==> config.mk <==
export PLATFORM = sky130hd
export DESIGN_NAME = e203_itcm_loader
export DESIGN_NICKNAME = d
export VERILOG_FILES = /design/src/rtl/e203_itcm_loader.sv
export SDC_FILE = /design/constraint.sdc
export NUM_CORES = 1
export LEC_CHECK = 0
export ABC_AREA = 1
export CORE_ASPECT_RATIO = 0.8
export CORE_MARGIN = 2
export CORE_UTILIZATION = 54
export CTS_CLUSTER_DIAMETER = 120
export DETAILED_ROUTE_END_ITERATION = 6
export HOLD_SLACK_MARGIN = 0.1
export PLACE_DENSITY = 0.83
export REMOVE_ABC_BUFFERS = 1
export SYNTH_ARGS = -nofsm -noshare
export SYNTH_HDL_FRONTEND = slang
export SYNTH_SLANG_ARGS = --single-unit
==> constraint.sdc <==
create_clock -name clk -period 3.85 [get_ports clk]
set_input_delay 0.385 -clock clk [delete_from_list [all_inputs] [get_ports clk]]
set_output_delay 0.385 -clock clk [all_outputs]
set_load 0.02 [all_outputs]
==> src/rtl/e203_itcm_loader.sv <==
// ITCM boot loader: takes a length-prefixed byte stream and packs it into 64-bit ITCM words,
// holding the core in reset and stall while the load runs.
// Optional trailing checksum byte: define E203_ITCM_LOADER_CKSUM_EN.
module e203_itcm_loader #(
  parameter int unsigned AW = 13,
  parameter int unsigned DP = 8192
) (
  input  logic          clk,
  input  logic          rst_n,
  input  logic          start,
  input  logic          in_valid,
  input  logic [7:0]    in_data,
  output logic          in_ready,
  output logic          ram_cs,
  output logic          ram_we,
  output logic [AW-1:0] ram_addr,
  output logic [7:0]    ram_wem,
  output logic [63:0]   ram_din,
  output logic          core_hold,
  output logic          done,
  output logic          err
);

`ifdef E203_ITCM_LOADER_CKSUM_EN
  typedef enum logic [2:0] {
    StIdle, StLen, StData, StFlush, StCksum, StDone, StErr
  } state_e;
  localparam state_e AfterData = StCksum;
`else
  typedef enum logic [2:0] {
    StIdle, StLen, StData, StFlush, StDone, StErr
  } state_e;
  localparam state_e AfterData = StDone;
`endif

  localparam logic [31:0] MaxBytes = 32'(DP * 8);

  state_e        state_q, state_d;
  logic [31:0]   cnt_q, len_q;
  logic [63:0]   wbuf_q;
  logic          rdy_d;
  logic          in_ready_q, ram_cs_q, ram_we_q, core_hold_q, done_q, err_q;
  logic [AW-1:0] ram_addr_q;
  logic [7:0]    ram_wem_q;
  logic [63:0]   ram_din_q;
`ifdef E203_ITCM_LOADER_CKSUM_EN
  logic [7:0]    sum_q;
`endif

  logic          xfer;
  logic [31:0]   len_full;
  logic [31:0]   cnt_inc;
  logic [2:0]    lane;
  logic          last_byte;
  logic          word_full;
  logic [63:0]   word_nxt;
  logic [7:0]    lane_mask;

  assign xfer      = in_valid & in_ready_q;
  assign len_full  = {in_data, len_q[23:0]};
  assign cnt_inc   = cnt_q + 32'd1;
  assign lane      = cnt_q[2:0];
  assign last_byte = (cnt_inc == len_q);
  assign word_full = (lane == 3'd7);
  // Lanes above the current one are still zero in wbuf_q, so a partial word is zero-padded.
  assign word_nxt  = wbuf_q | (64'(in_data) << {lane, 3'b000});
  assign lane_mask = 8'hFF >> (3'd7 - lane);

  assign in_ready  = in_ready_q;
  assign ram_cs    = ram_cs_q;
  assign ram_we    = ram_we_q;
  assign ram_addr  = ram_addr_q;
  assign ram_wem   = ram_wem_q;
  assign ram_din   = ram_din_q;
  assign core_hold = core_hold_q;
  assign done      = done_q;
  assign err       = err_q;

  // Next-state decode and the in_ready value that the next state implies.
  always_comb begin
    state_d = state_q;
    unique case (state_q)
      StIdle:  if (start) state_d = StLen;
      StLen: begin
        if (xfer && cnt_q[1:0] == 2'd3) begin
          if (len_full > MaxBytes)     state_d = StErr;
          else if (len_full == 32'd0)  state_d = AfterData;
          else                         state_d = StData;
        end
      end
      StData:  if (xfer && last_byte) state_d = word_full ? AfterData : StFlush;
      StFlush: state_d = AfterData;
`ifdef E203_ITCM_LOADER_CKSUM_EN
      StCksum: if (xfer) state_d = (in_data == sum_q) ? StDone : StErr;
`endif
      StDone:  state_d = StIdle;
      StErr:   state_d = StIdle;
      default: state_d = StIdle;
    endcase
    rdy_d = (state_d == StLen) || (state_d == StData);
`ifdef E203_ITCM_LOADER_CKSUM_EN
    if (state_d == StCksum) rdy_d = 1'b1;
`endif
  end

  // State register and registered outputs, all derived from the next state.
  always_ff @(posedge clk or negedge rst_n) begin
    if (!rst_n) begin
      state_q     <= StIdle;
      in_ready_q  <= 1'b0;
      ram_cs_q    <= 1'b0;
      ram_we_q    <= 1'b0;
      ram_addr_q  <= '0;
      ram_wem_q   <= 8'h00;
      ram_din_q   <= 64'h0;
      core_hold_q <= 1'b0;
      done_q      <= 1'b0;
      err_q       <= 1'b0;
    end else begin
      state_q     <= state_d;
      in_ready_q  <= rdy_d;
      core_hold_q <= (state_d != StIdle) && (state_d != StErr);
      done_q      <= (state_d == StDone);
      if (state_d == StErr)                err_q <= 1'b1;
      else if (state_q == StIdle && start) err_q <= 1'b0;
      ram_cs_q <= 1'b0;
      ram_we_q <= 1'b0;
      // A full word writes while the stream continues; a partial last word writes in FLUSH.
      if (state_q == StData && xfer && (word_full || last_byte)) begin
        ram_cs_q   <= 1'b1;
        ram_we_q   <= 1'b1;
        ram_addr_q <= cnt_q[AW+2:3];
        ram_wem_q  <= lane_mask;
        ram_din_q  <= word_nxt;
      end
    end
  end

  // Byte counter, length capture, word assembly buffer and optional running sum.
  always_ff @(posedge clk or negedge rst_n) begin
    if (!rst_n) begin
      cnt_q  <= 32'd0;
      len_q  <= 32'd0;
      wbuf_q <= 64'h0;
`ifdef E203_ITCM_LOADER_CKSUM_EN
      sum_q  <= 8'h00;
`endif
    end else begin
      if (state_q == StIdle && start) begin
        cnt_q  <= 32'd0;
        len_q  <= 32'd0;
        wbuf_q <= 64'h0;
`ifdef E203_ITCM_LOADER_CKSUM_EN
        sum_q  <= 8'h00;
`endif
      end else if (state_q == StLen && xfer) begin
        len_q[{cnt_q[1:0], 3'b000} +: 8] <= in_data;
        cnt_q <= (cnt_q[1:0] == 2'd3) ? 32'd0 : cnt_inc;
      end else if (state_q == StData && xfer) begin
        cnt_q  <= cnt_inc;
        wbuf_q <= (word_full || last_byte) ? 64'h0 : word_nxt;
`ifdef E203_ITCM_LOADER_CKSUM_EN
        sum_q  <= sum_q + in_data;
`endif
      end
    end
  end

endmodule

== After elaboration in Yosys (flattened, before gate mapping) ==
Cells that the tools add are included.
Widths: inputs -> output; s select.
Operators by class
  bitwise operators: 2
  add/subtract/negate cells: 3
  equal/unequal tests: 12
  order comparisons: 1
  mux-type cells: 21
  reductions and logical operators: 17
  shift operators: 4
Operators by type and width (number)
  $mux 64: 4
  $mux 32: 6
  $or 64x64->64: 1
  $shl 8x6->64: 1
  $add 32x1->32 const B: 1
  $bwmux 32: 1
  $eq 32x32->1: 1
  $gt 32x17->1 const B: 1
  $logic_not 32->1: 1
  $shift 8x7->32 const A: 1
  $shiftx 8x7->32: 1
  $mux 3: 6
  $pmux 3 s4: 1
  $eq 3x2->1 const B: 3
  $eq 3x3->1 const B: 3
  $shr 8x3->8 const A: 1
  $logic_and 1x1->1: 7
  $neg 5->7: 1
  $eq 3x1->1 const B: 2
  $reduce_bool 2->1: 3
  $reduce_bool 3->1: 2
  $logic_not 3->1: 1
  $mux 1: 3
  $ne 3x3->1 const B: 1
  other kinds (6): 7
Storage, ports and cells
  output and inout port bits: 91
  flip-flop bits (word level): 221

== Longest topological paths before layout ==
Gate-level depths: netlist of run 1.
  depth in word-level cells: 7
  gate-level depth with buffers: 22

== Worst setup path after synthesis of run 1 ==
Ideal clock, no wire load.
  kind: register to register
  from: register cnt_q[1]
  to: register ram_wem_q[4] (netlist: ram_wem[4])
  stages on the path, launching flop included: 20
  setup time: 0.118 ns
  buffers on the path: 5
  data arrival time: 2.904 ns
  slack: 0.828 ns
  data required time: 3.732 ns
  cell sequence: dfrtp_1 clkbuf_1 clkinv_1 clkbuf_1 ha_1 xnor2_1 nand3_1 nor2_1 nand2_1 nor2_1 nand3_1 nor2_1 nand3_1 nand2_1 nand2_1 buf_2 buf_6 buf_6 nand2_1 nand2_1
Between the ends
  longest elaborated chain between the ends: 4
Ends and longest elaborated chain
  from (decl): RTL line 39  | logic [31:0] cnt_q, len_q;
  from (signal assigned): RTL line 158  | cnt_q <= (cnt_q[1:0] == 2'd3) ? 32'd0 : cnt_inc;
  from (signal assigned): RTL line 160  | cnt_q <= cnt_inc;
  $add 32x1->32: RTL line 61  | assign cnt_inc = cnt_q + 32'd1;
  $eq 32x32->1: RTL line 63  | assign last_byte = (cnt_inc == len_q);
  $logic_or 1x1->1: RTL line 129  | if (state_q == StData && xfer && (word_full || last_byte)) begin
  $logic_and 1x1->1: RTL line 129
  to (signal assigned): RTL line 133  | ram_wem_q <= lane_mask;
  to (decl): RTL line 44  | logic [7:0] ram_wem_q;
Parallel ways exist; a longest one is shown, timed or not.
A chain may end at the register's enable or synchronous reset.

== Final worst setup path of run 1 ==
  from: register cnt_q[1]
  to: register ram_wem_q[6] (netlist: ram_wem[6])
The elaborated chain is that of the path after synthesis.

==> results of run 1 <==
report_power, final:
part	switching (mW)	total (mW)	internal, mW
sequential	0.274	2.82	2.55
combinational	1.84	2.61	0.769
clock	0.959	2.42	1.46
total	3.07	7.85	4.78
kinds of logic after synthesis:
kind of cell    share of synthesized area
flops                              0.5060
compound gates                     0.1384
simple gates                       0.2729
fa+ha+maj                        0.008012
xor+xnor                          0.01019
buf+inv                           0.06456
metal layers:
metal	up-vias	part of all wire	wire length, µm
met1	4847	0.42	13590
met5	-	0	0
met3	100	0.11	3593
met4	0	0.033	1064
met2	586	0.44	14060
li1	4673	-	-
critical path: stages (launching register included):
cell and delay (ns):
dfrtp_1 0.51, ha_2 0.33, inv_1 0.17, nor2_4 0.28, nand2_2 0.18, nor2_4 0.21, nand2_1 0.08, nand2_1 0.08
nand3_1 0.24, nand2_1 0.14, inv_1 0.05, nand3_1 0.17, nor2_1 0.08, nand3_1 0.14, nand2_1 0.11, nand2_4 0.10
clkbuf_8 0.41, nand2_1 0.15, o21ai_1 0.12
registers in the layout (all words and copies together) (netlist names):
name       count
state_q        3
cnt_q         32
ram_addr      13
ram_we         1
wbuf_q        64
in_ready       1
err            1
ram_wem        8
core_hold      1
len_q         32
done           1
ram_din       64
metrics by stage:
stage | TNS (ns) | hold WS (ns)
2_1_floorplan | -182.52 | 0.08941
3_3_place_gp | 0 | 0.4556
3_5_place_dp | 0 | 0.4551
4_1_cts | 0 | 0.4751
5_1_grt | 0 | 0.4946
6_report | 0 | 0.4714
path summary, 6_finish.rpt:
path / from / endpoint / slack [ns] / cells past startpoint
max in group asynchronous: rst_n / wbuf_q[1] / 2.40 / 3
worst max-delay path: cnt_q[1] / ram_wem[6] / 0.17 / 18
worst min-delay path: ram_wem[0] / ram_wem[0] / 0.47 / 1
min in group asynchronous: rst_n / ram_wem[7] / 0.50 / 2
worst min register to register: ram_wem[0] / ram_wem[0] / 0.47 / 1
worst max register to register: cnt_q[1] / ram_wem[6] / 0.17 / 18
layout make-up:
class / count / area [µm²] / area share
inverters: 126 / 475.5 / 0.03629
repair buffers: 119 / 1200 / 0.09159
clock inverters: 9 / 110.1 / 0.008404
well taps: 264 / 330.3 / 0.02521
flip-flops and latches: 221 / 5530 / 0.4221
clock buffers: 35 / 733.2 / 0.05596
diodes: 1 / 2.502 / 0.0001910
multi-input cells: 993 / 4720 / 0.3602
what timing repair did:
item,4_1_cts,5_1_grt
setup endpoints to repair,0,59
gates resized for setup,0,6
hold buffers,1,0
hold endpoints to repair,102,0
cell usage in the layout, fill, tap and decap left out, types with 2 or more instances in the layout:
cell type | synthesis | routed
a21boi_0 | 48 | 48
a21oi_1 | 35 | 35
buf_12 | 0 | 3
buf_4 | 2 | 12
bufinv_16 | 0 | 2
clkbuf_1 | 24 | 3
clkbuf_16 | 0 | 25
clkbuf_8 | 0 | 8
clkdlybuf4s50_1 | 0 | 101
clkinv_1 | 3 | 3
clkinv_2 | 0 | 2
clkinvlp_4 | 0 | 3
dfrtp_1 | 221 | 221
ha_1 | 7 | 6
inv_1 | 121 | 121
inv_6 | 0 | 2
nand2_1 | 522 | 521
nand2_2 | 3 | 3
nand3_1 | 88 | 87
nand3_2 | 1 | 2
nand4_1 | 4 | 4
nor2_1 | 100 | 98
nor2_2 | 2 | 3
nor2_4 | 5 | 6
nor3_1 | 3 | 3
nor4_1 | 7 | 7
o21ai_0 | 25 | 25
o21ai_1 | 38 | 38
o21bai_1 | 48 | 48
o22ai_1 | 36 | 36
o32ai_1 | 7 | 7
xnor2_1 | 2 | 2
xnor3_1 | 3 | 3
xor2_1 | 3 | 3
==> reports/metrics.cfg, run 1 <==
[clocking]
cts_inserted_buffers = 24
cts.sinks = 221
cts_root_buffer = clkbuf_16
htreeDepth = 1
cts_tree = done
clk_latency_ns = 0.52
path_clk_slew_ns = 0.06
post_cts_buffers = 0
cts_buffer_depth = 3

[power_and_ir_drop]
power_mw = 7.846
pwr_density_cell_mw_per_mm2 = 598.9
leakage_nw = 6.198
ir_worst_vdd_uv = 406.8

[synth]
netlist_area_mm2 = 0.01093
async_reset_ff_frac = 1.000
synth_edf_count = 0
yosys_warnings = 0
avgSynthCellArea_um2 = 7.875
synth.most_common_cell = nand2_1
yosysSeqAreaShare = 0.5060
yosys_most_used_dff = dfrtp_1
synth_cell_types = 36
synth_top_cell_by_area = dfrtp_1
synthTopCellsByArea = dfrtp_1 51%, nand2_1 18%, inv_1 4.2%
synth_common_cells = 522 x nand2_1, 221 x dfrtp_1, 121 x inv_1
synth_seq_cells = 221
syn_inst = 1388
synth_top_area_share = 0.5060

[finish]
area_growth_pct = 19.86
final_area_mm2 = 0.01310
nFillCells = 1651
fin_util = 0.6598
stdcell_count = 1768
nets = 1504
drive_gt1_frac = 0.05057

[flow_run]
max-cap-violations = 0

[global_routing]
gr-usage-all-layers = 0.3071
antenna_found_initial = 0
grt_pass1_wl_um = 52210
use_met3 = 0.07355
gr-usage-met1 = 0.4474
use_met2 = 0.4513
grt-ovfl-total = 0
grt_most_used_layer = met2
grt_max_degree = 105
grt_pass1_vias = 9925

[placement]
gp_congestion = 1.020
place_area_mm2 = 0.01223
io_buffers = 102
post-place-ws_ns = 0.2346
dp.cells = 1722
place_hpwl_um = 22250

[timing]
final.setup.worst_slack_ns = 0.1658
grt_setup_unrepaired = false
max_freq_mhz = 271.4
finalHoldViolCount = 0
relSlewSlack = 0.4652
final.setup_skew_ns = 0.01292
fin_crit_ns = 3.684
period_share = 0.9569
finalSetupViolCount = 0
slew_violations = 0
tightest_slew_ns = 0.8023

[floorplan]
rows = 46
core-area_mm2 = 0.01986
die_w_um = 163.1
start_util = 0.5505
dieHeight_um = 131.3
die_area_mm2 = 0.02140
io_pins = 103

[routing]
ant_nets = 0
drc = 0
drt-total-wl_um = 32310
route.vias.total = 10210
drtIter0Drc = 1009
drtPass1Iterations = 6
vias_per_cell = 5.773
wl_per_cell_um = 18.28

[worst_setup_path]
path_class = reg -> reg
cp.arrival_ns = 4.11
crit_required_ns = 4.28
worst_setup_path_start_kind = register
critPathMaxFanout = 76
critPathCaptureType = register

[worst_hold_path]
hp-class = reg -> reg

[run_status]
status = complete, no violations

No activity file was read; power rests on OpenSTA's default activity.
==> run 2: changes to the inputs <==
--- a/config.mk
+++ b/config.mk
@@ -6,13 +6,13 @@
 export NUM_CORES = 1
 export LEC_CHECK = 0
 export ABC_AREA = 1
-export CORE_ASPECT_RATIO = 0.8
+export CORE_ASPECT_RATIO = 0.5
 export CORE_MARGIN = 2
 export CORE_UTILIZATION = 54
 export CTS_CLUSTER_DIAMETER = 120
 export DETAILED_ROUTE_END_ITERATION = 6
 export HOLD_SLACK_MARGIN = 0.1
-export PLACE_DENSITY = 0.83
+export PLACE_DENSITY = 0.8
 export REMOVE_ABC_BUFFERS = 1
 export SYNTH_ARGS = -nofsm -noshare
 export SYNTH_HDL_FRONTEND = slang
==> run 2 against run 1 <==
Register-to-register slack improved by 0.17 ns. Cell count shrank 0.57%. Critical path type unchanged. Clock skew up 0.0069 ns. First-iteration DRC count rose by 3.0%. Critical endpoint is now wbuf_q[20]. Setup slack gained 0.17 ns. Sequential power hardly changed. Fmax increased by 4.9%. Wire length is 1.9% lower. Global-route usage decreased by 0.35 points. Non-clock buffer count is 2 higher.
==> reports/metrics.cfg, run 2 (same netlist as run 1, synthesis figures left out) <==
[routing]
ant_nets = 0  ; unchanged
drt-total-wl_um = 31690  ; -1.9%
wl_per_cell_um = 18.03  ; -1.4%
vias_per_cell = 5.655  ; -2.0%
drc = 0  ; unchanged
drtIter0Drc = 1039  ; +3.0%
drtPass1Iterations = 7  ; +1
route.vias.total = 9942  ; -2.6%

[power_and_ir_drop]
ir_worst_vdd_uv = 301.7  ; -26%
internal_power_mw = 4.339  ; -9.2%
pwr-share-seq = 0.390  ; +0.030
leakage_nw = 6.092  ; -1.7%
switching_share = 0.4030  ; +0.01182
p_comb_frac = 0.348  ; +0.016
switchingPower_mw = 2.929  ; -4.6%
pwr-share-clk = 0.263  ; -0.045
pwr_density_cell_mw_per_mm2 = 564.9  ; -5.7%

[finish]
final_common_cell = nand2_1
multiInputGateArea_mm2 = 0.004715  ; -0.11%
nets = 1502  ; -0.13%
nFillCells = 1648  ; -0.18%
area_growth_pct = 17.71
stdcell_count = 1758  ; -0.57%
final-seq-area_mm2 = 0.005532  ; about the same
diodes = 0  ; -1
mostFrequentLayoutCells = 521 x nand2_1, 220 x dfrtp_1, 121 x inv_1, 101 x clkdlybuf4s50_1, 99 x nor2_1
drive_gt1_frac = 0.04223  ; -0.008340

[timing]
finalSetupViolCount = 0  ; unchanged
period_share = 0.9126  ; -0.04436
setup_tns_ns = 0  ; unchanged
max_freq_mhz = 284.6  ; +4.9%
final.setup_skew_ns = 0.01979  ; +0.006867 ns
holdWs_ns = 0.4790  ; +0.007627 ns
grt_setup_unrepaired = false
slew_violations = 0  ; unchanged
tightest_slew_ns = 0.9061  ; +0.1038 ns
relSlewSlack = 0.3959  ; -0.06921
finalHoldViolCount = 0  ; unchanged
fin_crit_ns = 3.513  ; -0.1708 ns

[worst_hold_path]
hp-class = reg -> reg
min_from = ram_din[46]
min_to = ram_din[46]
worstHoldPathCells = 2  ; +1

[floorplan]
rows = 36  ; -22%
dieHeight_um = 104.6  ; -20%
die_w_um = 205.2  ; +26%
die_area_mm2 = 0.02146  ; +0.29%
core-area_mm2 = 0.01964  ; -1.1%
io_pins = 103  ; unchanged
start_util = 0.5566  ; +0.006102

[global_routing]
grt_pass1_vias = 9966  ; +0.41%
grt_max_degree = 113  ; +7.6%
antenna_found_initial = 0  ; unchanged
grt-ovfl-total = 0  ; unchanged
grt_pass1_wl_um = 51710  ; -0.95%
gr-usage-all-layers = 0.3036  ; -0.003467

[clocking]
path_clk_slew_ns = 0.07  ; about the same
cts_root_buffer = clkbuf_16
cts_inserted_buffers = 20  ; -17%
clk_latency_ns = 0.52  ; about the same
htreeDepth = 1  ; unchanged
cts.sinks = 221  ; unchanged
cts_buffer_depth = 3  ; unchanged
post_cts_buffers = 0  ; unchanged
cts_tree = done

[worst_setup_path]
rr_endpoint = wbuf_q[20]
critPathCaptureType = register
r2r-start = cnt_q[0]
path_class = reg -> reg
crit_path_frequent_cell = nand2_1
crit_chain = ha_1, inv_1, nor2_4, nand2_2, nor2_4, nand3_1, nand2_1, nand2_1, nand2_1, inv_1, nand3b_1, nor2_1, nand3_1, nand3_2, buf_12, a21boi_0
worst_setup_path_start_kind = register
crit_required_ns = 4.27  ; about the same
rrSetupSlack_ns = 0.34  ; +0.17 ns
reg2reg_depth = 16  ; -2
cp.arrival_ns = 3.93  ; -0.18 ns
critPathMaxStageDelay_ns = 0.58  ; +0.07 ns
slowest_stage = dfrtp_2
critPathMaxFanout = 41  ; -46%

[run_status]
status = complete, no violations

[placement]
io_buffers = 102  ; unchanged
place_hpwl_um = 22590  ; +1.5%
gp_congestion = 0.9737  ; -4.5%
dp.cells = 1726  ; +0.23%

[flow_run]
max-cap-violations = 0  ; unchanged

[run 2: changes by cell type in the layout (fill, tap and decap cells not counted), sizes merged]
| cell | previous run | this run |
|---|---|---|
| buf | 16 | 18 |
| diode | 1 | 0 |
| inv | 125 | 123 |
| clkbuf | 36 | 29 |
| clkinvlp | 3 | 1 |
| bufinv | 2 | 0 |
[run 2: cell type report]
cell class | instances | share of cell area
multi-input combinational | 993 | 0.3664
clock inverter | 3 | 0.002237
timing repair buffer | 121 | 0.09443
sequential | 221 | 0.4299
clock buffer | 28 | 0.04434
inverter | 126 | 0.03676
tap | 266 | 0.02587
[run 2: worst max-delay path by stage]
stage | from | end | slack [ns] | depth (start not counted)
2_1_floorplan | cnt_q[2] | ram_wem[0] | -2.02 | 15
3_3_place_gp | cnt_q[0] | ram_addr[10] | 0.34 | 18
3_5_place_dp | cnt_q[0] | ram_addr[4] | 0.18 | 18
4_1_cts | cnt_q[0] | ram_addr[4] | 0.15 | 18
5_1_grt | cnt_q[0] | ram_din[63] | 0.04 | 18
6_report | cnt_q[0] | wbuf_q[20] | 0.34 | 16
[run 2: power by group through the flow]
stage | registers, mW | clock network, mW | logic, mW
after floorplan | 2.82 | 0 | 1.57
after global placement | 2.85 | 0 | 2.42
after detailed placement | 2.86 | 0 | 2.44
after CTS | 2.82 | 1.92 | 2.46
after global routing | 2.86 | 2.02 | 2.77
final | 2.83 | 1.91 | 2.53
[run 2: timing repair]
item / in CTS / in global routing
hold endpoints to repair: 109 / 0
hold buffers: 1 / 0
endpoints found under the setup margin: 0 / 140
gates resized for setup: 0 / 3
[run 2: metrics by stage]
| step | util | setup slack, ns | power [mW] | instance area [µm²] |
|---|---|---|---|---|
| floorplan | - | -2.024 | 4.383 | 10700 |
| global placement | 0.6237 | 0.3441 | 5.276 | 12250 |
| detailed placement | 0.6237 | 0.1826 | 5.300 | 12250 |
| CTS | 0.6547 | 0.1509 | 7.203 | 12860 |
| global route | 0.6551 | 0.04041 | 7.653 | 12870 |
| finish | 0.6551 | 0.3366 | 7.268 | 12870 |
[run 2: worst max-delay path: cells and delay by family, from the launching register on]
kind / cells / cell delay, ns
simple gates: 11 / 1.84
fa+ha+maj: 1 / 0.30
compound gates: 1 / 0.20
flops: 1 / 0.58
buf+inv: 3 / 0.47
[run 2: routing by layer]
layer / GRT usage / vias up / part of all wire
met5: 0 / - / 0
met1: 0.4314 / 4794 / 0.44
met2: 0.4790 / 417 / 0.46
met4: 0.09712 / 0 / 0.026
met3: 0.04928 / 75 / 0.078
li1: - / 4656 / -
